### config.mk
export PLATFORM = sky130hd
export DESIGN_NAME = util_fifo_unpack_flat
export DESIGN_NICKNAME = d
export VERILOG_FILES = /design/src/rtl/util_fifo_unpack_if.sv /design/src/rtl/util_fifo_unpack.sv /design/src/flat_wrapper.sv
export SDC_FILE = /design/constraint.sdc
export NUM_CORES = 1
export LEC_CHECK = 0
export BUFFER_PORTS_ARGS = -buffer_cell sky130_fd_sc_hd__clkbuf_2
export CAP_MARGIN = 5
export CORE_ASPECT_RATIO = 1.25
export CORE_MARGIN = 1
export CORE_UTILIZATION = 55
export CTS_CLUSTER_SIZE = 40
export DETAILED_ROUTE_END_ITERATION = 6
export PLACE_DENSITY = 0.81
export SLEW_MARGIN = 30
export SYNTH_ARGS = -nofsm -noshare
export SYNTH_HDL_FRONTEND = slang
export SYNTH_SLANG_ARGS = --single-unit
### constraint.sdc
create_clock -name Clk -period 4 [get_ports Clk]
set_clock_uncertainty 0.05 [all_clocks]
set_input_delay 0.8 -clock Clk [delete_from_list [all_inputs] [get_ports Clk]]
set_output_delay 0.8 -clock Clk [all_outputs]
set_load 0.01 [all_outputs]
### src/rtl/util_fifo_unpack_if.sv
// util_fifo_unpack_if: groups the FIFO read port and the narrow beat stream
// of util_fifo_unpack.
//   FifoEmptyN  FIFO has a word; FifoRData is valid
//   FifoRData   FIFO head word (OW*RATIO bits), combinational
//   FifoRead    pop request; the FIFO pops when FifoRead & FifoEmptyN
//   OutValid    beat valid
//   OutReady    downstream accepts the beat
//   OutData     current slice (OW bits)
//   OutLast     current beat is the final slice of its word
// Modports: master = the unpacker, slave = the FIFO/downstream side.
interface util_fifo_unpack_if #(
  parameter int unsigned OW    = 8,
  parameter int unsigned RATIO = 4
);
  logic                FifoEmptyN;
  logic [OW*RATIO-1:0] FifoRData;
  logic                FifoRead;
  logic                OutValid;
  logic                OutReady;
  logic [OW-1:0]       OutData;
  logic                OutLast;

  modport master (
    input  FifoEmptyN, FifoRData, OutReady,
    output FifoRead, OutValid, OutData, OutLast
  );

  modport slave (
    output FifoEmptyN, FifoRData, OutReady,
    input  FifoRead, OutValid, OutData, OutLast
  );
endinterface

### src/rtl/util_fifo_unpack.sv
// util_fifo_unpack: pops full-width words from a FIFO read port and emits each
// as RATIO narrow beats on a valid/ready stream with a last-beat flag.
// Ports:
//   Clk    FIFO read clock
//   Rst    synchronous, active-high reset
//   Flush  drop the held word and slice position (FIFO untouched)
//   Busy   a word is held
//   bus    util_fifo_unpack_if master: FIFO read port + beat stream
// Parameters: OW beat width, RATIO beats per word, LSB_FIRST slice order.
module util_fifo_unpack #(
  parameter int unsigned OW        = 8,
  parameter int unsigned RATIO     = 4,
  parameter bit          LSB_FIRST = 1'b1
) (
  input  logic               Clk,
  input  logic               Rst,
  input  logic               Flush,
  output logic               Busy,
  util_fifo_unpack_if.master bus
);

  localparam int unsigned DW   = OW * RATIO;
  localparam int unsigned CntW = (RATIO > 1) ? $clog2(RATIO) : 1;
  localparam logic [CntW-1:0] CntMax = CntW'(RATIO - 1);

  typedef enum logic {StEmpty, StHold} state_e;

  state_e          state_q, state_d;
  logic [DW-1:0]   hold_q, hold_d;
  logic [CntW-1:0] cnt_q, cnt_d;

  logic            hold_valid;
  logic            at_last;
  logic            take;
  logic            word_done;
  logic            pop;
  logic [CntW-1:0] slice_sel;
  logic [RATIO-1:0][OW-1:0] slices;

  assign hold_valid = (state_q == StHold);
  assign at_last    = (cnt_q == CntMax);
  assign take       = hold_valid & bus.OutReady;
  assign word_done  = take & at_last;
  // Refill in the same cycle the last beat leaves, so words run back-to-back.
  assign pop        = !Rst & !Flush & bus.FifoEmptyN & (!hold_valid | word_done);

  always_comb begin
    state_d = state_q;
    hold_d  = hold_q;
    cnt_d   = cnt_q;
    if (Flush) begin
      state_d = StEmpty;
      cnt_d   = '0;
    end else begin
      unique case (state_q)
        StEmpty: begin
          if (pop) begin
            state_d = StHold;
            hold_d  = bus.FifoRData;
            cnt_d   = '0;
          end
        end
        StHold: begin
          if (pop) begin
            hold_d = bus.FifoRData;
            cnt_d  = '0;
          end else if (word_done) begin
            state_d = StEmpty;
            cnt_d   = '0;
          end else if (take) begin
            cnt_d = cnt_q + 1'b1;
          end
        end
        default: state_d = StEmpty;
      endcase
    end
  end

  always_ff @(posedge Clk) begin
    if (Rst) begin
      state_q <= StEmpty;
      hold_q  <= '0;
      cnt_q   <= '0;
    end else begin
      state_q <= state_d;
      hold_q  <= hold_d;
      cnt_q   <= cnt_d;
    end
  end

  // MSB-first walks the slices downward from the top of the word.
  always_comb begin
    slice_sel = cnt_q;
    if (!LSB_FIRST) begin
      slice_sel = CntMax - cnt_q;
    end
  end

  assign slices       = hold_q;
  assign bus.OutData  = slices[slice_sel];
  assign bus.OutValid = hold_valid;
  assign bus.OutLast  = hold_valid & at_last;
  assign bus.FifoRead = pop;
  assign Busy         = hold_valid;

endmodule
### src/flat_wrapper.sv
// flat-port wrapper written by rule: the top's interface ports become plain ports
module util_fifo_unpack_flat 
#(
  parameter int unsigned OW        = 8,
  parameter int unsigned RATIO     = 4,
  parameter bit          LSB_FIRST = 1'b1
)
  (Clk, Rst, Flush, Busy, bus_FifoEmptyN, bus_FifoRData, bus_OutReady, bus_FifoRead, bus_OutValid, bus_OutData, bus_OutLast);
  util_fifo_unpack_if #(.OW(OW), .RATIO(RATIO)) bus_i ();
  input  logic Clk;
  input  logic Rst;
  input  logic Flush;
  output logic Busy;
  input wire logic [$bits(bus_i.FifoEmptyN)-1:0] bus_FifoEmptyN;
  input wire logic [$bits(bus_i.FifoRData)-1:0] bus_FifoRData;
  input wire logic [$bits(bus_i.OutReady)-1:0] bus_OutReady;
  output wire logic [$bits(bus_i.FifoRead)-1:0] bus_FifoRead;
  output wire logic [$bits(bus_i.OutValid)-1:0] bus_OutValid;
  output wire logic [$bits(bus_i.OutData)-1:0] bus_OutData;
  output wire logic [$bits(bus_i.OutLast)-1:0] bus_OutLast;
  assign bus_i.FifoEmptyN = bus_FifoEmptyN;
  assign bus_i.FifoRData = bus_FifoRData;
  assign bus_i.OutReady = bus_OutReady;
  assign bus_FifoRead = bus_i.FifoRead;
  assign bus_OutValid = bus_i.OutValid;
  assign bus_OutData = bus_i.OutData;
  assign bus_OutLast = bus_i.OutLast;
  util_fifo_unpack #(.OW(OW), .RATIO(RATIO), .LSB_FIRST(LSB_FIRST)) u_core (.Clk(Clk), .Rst(Rst), .Flush(Flush), .Busy(Busy), .bus(bus_i));
endmodule
# Word level (Yosys, flattened, before mapping)
# Cells that the tools add are included.
totals:
  reg_bits: 35
  in_bits: 37
  out_inout_bits: 12
  wordCells: 35
op_classes:
  n_addsub: 1
  magnitude_cmp: 1
  n_eq_ne: 3
  mux: 12
  bitwise: 9
  reduce_logical: 6
ops:
  columns: ["cell", "n"]
  rows:
  - ["32-bit 2-to-1 mux", 1]
  - ["8-bit binary-select mux with 2-bit select", 1]
  - ["2-bit 2-to-1 mux", 4]
  - ["8-bit 2-to-1 mux", 1]
  - ["1-bit bitwise AND", 6]
  - ["4-bit != test, second input constant", 1]
  - ["2-bit one-hot mux with 2 select lines", 1]
  - ["2-bit AND reduction", 2]
  - ["1-bit zero test", 3]
  - ["2-bit by 3-bit less-than comparator with 1-bit output, second input constant", 1]
  - ["1-bit 2-to-1 mux", 3]
  - ["2-bit by 1-bit adder with 2-bit output, second input constant", 1]
  - ["2-bit equality test, second input constant", 1]
  - ["2-bit != test, second input constant", 1]
  - ["1-bit NOT", 2]
  - ["1-bit one-hot mux with 2 select lines", 1]
  - ["2-bit OR reduction", 1]
  - ["1-bit OR", 1]

# Logic depth before layout (Yosys ltp)
logic_depth:
  depth_word: 6
  mapped_depth: 7

# Worst setup path after synthesis
# Ideal clock, no wire load.
synth_timing:
  path_type: "input -> output"
  from: "input Rst"
  to: "output bus_FifoRead"
  arrival_time_ns: 1.643
  slack_ns: 1.507
  path_stages: 5
  path_buffers: 3
  cell_sequence: "buf_2 > nor3b_4 > and2_4 > buf_6 > buf_6"
synth_via:
  elab_chain_len: 4
synth_lines:
  columns: ["item", "line", "source"]
  rows:
  - ["start, declared", "flat_wrapper.sv:11", "input logic Rst;"]
  - ["1-bit zero test", "util_fifo_unpack.sv:45", "assign pop = !Rst & !Flush & bus.FifoEmptyN & (!hold_valid | word_done);"]
  - ["1-bit bitwise AND (3 in series)", "util_fifo_unpack.sv:45", null]
  - ["end, declared", "flat_wrapper.sv:17", "output wire logic [$bits(bus_i.FifoRead)-1:0] bus_FifoRead;"]
# Every way passes these cells.

# Worst setup path after layout
layout_timing:
  from: "register u_core.cnt_q[0]"
  to: "output bus_OutData[6]"
layout_via:
  elab_chain_len: 2
layout_lines:
  columns: ["item", "line", "source"]
  rows:
  - ["start, declared", "util_fifo_unpack.sv:30", "logic [CntW-1:0] cnt_q, cnt_d;"]
  - ["start signal, assigned", "util_fifo_unpack.sv:87", "cnt_q <= cnt_d;"]
  - ["8-bit binary-select mux with 2-bit select", "util_fifo_unpack.sv:100", "assign bus.OutData = slices[slice_sel];"]
  - ["8-bit 2-to-1 mux (implied by the code)", "util_fifo_unpack.sv:100", null]
  - ["end, declared", "flat_wrapper.sv:19", "output wire logic [$bits(bus_i.OutData)-1:0] bus_OutData;"]
# Every way passes these cells. The select of a mux whose other input is x is not followed.

==> key figures <==
Status
  • Outcome: finished clean

Timing
  • Fmax: 377.6 MHz
  • Final setup TNS: 0 ns
  • Setup ws final: 1.352 ns
  • Actual transition at the worst max-transition pin: 0.6189 ns
  • Slew Limit Fails: 0
  • Hold Fails Final Rpt: 0
  • Fin crit share: 66.20%
  • Setup-failing EPs final: 0
  • RSZ-0062 raised after global routing: false
  • Slew headroom: 58.69%
  • Minimum clock period: 2.648 ns

GRT
  • GRT Residual Overflow: 0
  • Vias in the first global route: 1355
  • Met3 usage: 7.746%
  • GR Util met2: 39.72%
  • Initial antenna violation count: 0
  • GRT busiest layer: met2
  • Met1 GRT Util: 29.42%
  • Pin count of the biggest net entering global routing: 37
  • GRT Resource Usage Total: 24.08%
  • Global-route wire length before repair: 5.982 mm

Worst hold path
  • Hold path cells: 2
  • Worst min path class: reg2reg
  • Worst hold endpoint: u_core.hold_q[19]
  • Hold path startpoint: u_core.hold_q[19]

Finish
  • Area Growth Syn to Fin: 15.23%
  • Commonest non-fill, non-tap cell in the layout: clkbuf_2
  • Share of cells above drive strength 1: 45.54%
  • Fill cells: 241
  • Commonest non-fill, non-tap cells in the layout: 48 x clkbuf_2, 35 x dfxtp_1, 33 x nand3_1
  • Total Nets Final: 250
  • Final cell count without fillers: 249
  • Antenna diodes: 0
  • Final Util: 67.51%

CTS
  • CTS resizes: 0
  • Clock transition at the registers of the reported paths: 0.10 ns
  • # Post-CTS Setup Buffers: 0
  • CTS max path bufs: 2
  • CTS Root Cell: clkbuf_4
  • Num CTS Buffers: 5
  • Post-CTS Hold Buffers: 0
  • Clk sink count: 35
  • Clk Latency, worst-skew pair: 0.33 ns
  • CTS HTree Levels: 2
  • CTS tree: built

Route
  • DRC viols: 0
  • Routed WL per cell: 14.64 µm
  • Mean number of vias per cell: 5.618
  • Antenna-violating nets left: 0
  • Final WL: 3.645 mm
  • Number of detailed-route iterations in the first pass: 4
  • Via Count: 1399
  • Violation count after the first detailed-route iteration: 42

Placement
  • HPWL Detailed: 2.485 mm
  • RD Place Congestion: 0.7866
  • Place WS: 1.443 ns
  • Count of input and output buffers: 48
  • Placed insts: 241

Synth
  • Post-synth top flop: dfxtp_1
  • Sequential element share of the synthesized area: 40.23%
  • #FFs+latches synth: 35
  • Post-synthesis cell count: 172
  • EDFF count, synth: 0
  • Ys async rst share: 0%
  • Ys Warns: 0
  • Mean Syn Cell Area: 10.13 µm²
  • Syn_nets: 210
  • Number of distinct library cells after synthesis: 24
  • Cell Area, Synth: 1742 µm²

Floorplanning
  • Die Span Y: 64.92 µm
  • Initial Utilization: 58.59%
  • Die area: 3397 µm²
  • Die Span X: 52.33 µm
  • I/O pin total: 49
  • Row count: 22
  • Core ar.: 2973 µm²

Pwr
  • IR drop worst, VDD: 0.0002685 V
  • PD cells: 339.9 nW/µm²
  • Static leakage: 0.0008140 µW
  • Pwr Total: 682.1 µW

Worst setup path
  • Worst r2r src: u_core.cnt_q[0]
  • CP arrival: 1.80 ns
  • Kind of critical path: reg2out
  • Reg2reg setup slack: 1.96 ns
  • Startpoint types: flop
  • Worst Path Max Fanout: 11
  • CP required: 3.15 ns
  • Worst setup EP type: output port
  • Reg2reg end: u_core.hold_q[1]
  • Worst reg2reg path depth: 5

Run
  • Max-cap violations: 0
## worst max-delay path, cell delays in order (launching register included)
cell,delay [ns]
dfxtp_1,0.73
mux4_2,0.59
clkbuf_2,0.14
## per-stage QoR
stage | cell area, µm² | hold WS, ns
after global placement | 1938 | 0.3985
after CTS | 2007 | 0.4265
final | 2007 | 0.4300
after floorplan | 1742 | 0.3887
after global routing | 2007 | 0.4461
after detailed placement | 1938 | 0.4097
## how the worst max path moves through the flow
stage,startpoint,end
final,u_core.cnt_q[0],bus_OutData[6]
after global routing,u_core.cnt_q[0],bus_FifoRead
after CTS,u_core.cnt_q[0],bus_OutData[6]
after detailed placement,Rst,bus_FifoRead
after global placement,Rst,bus_FifoRead
after floorplan,Rst,bus_FifoRead
## power by group
group / total, µW / leakage [µW] / switching, µW / internal (µW)
Clock: 219 / 0.0000386 / 115 / 103
Sequential: 377 / 0.000286 / 10.7 / 366
Combinational: 86.7 / 0.000489 / 43.4 / 43.3
## sequential cells by signal, summed over array words and instances, names as in the netlist
register       count
u_core.hold_q     32
u_core.Busy        1
u_core.cnt_q       2
## cells by family (layout without fill, tap and decap cells)
logic type	after synthesis	in the layout	synth area share (%)
AO/OA/AOI/OAI	37	37	17.60
adder cells (fa/ha/maj)	1	1	0.7183
buffers and inverters	19	60	6.609
flip-flops	35	35	40.23
multiplexers	9	9	10.92
AND/OR/NAND/NOR	71	71	23.92
## synth_stat cells (2+ instances only)
cell | instances | area [µm²]
dfxtp_1 | 35 | 700.7
nand3_1 | 33 | 165.2
nand2b_1 | 32 | 200.2
o21ai_2 | 29 | 254.0
clkbuf_1 | 9 | 33.78
mux4_2 | 8 | 180.2
buf_6 | 5 | 56.30
o21ai_1 | 3 | 15.01
a211oi_1 | 2 | 15.01
buf_2 | 2 | 10.01
## area by class of cell
class | count | area [µm²] | area share (%)
clock buffer | 8 | 68.82 | 3.429
inverter | 1 | 3.754 | 0.1870
multi-input combinational | 118 | 925.9 | 46.13
sequential | 35 | 700.7 | 34.91
tap | 36 | 45.04 | 2.244
timing repair buffer | 51 | 262.8 | 13.09
## metal layers
| layer | vias to the layer above | wire length, µm |
|---|---|---|
| met5 | - | 0 |
| met4 | 0 | 18 |
| met3 | 2 | 171 |
| met2 | 40 | 1826 |
| met1 | 665 | 1629 |
| li1 | 692 | - |
(Power assumes the default switching activity.)
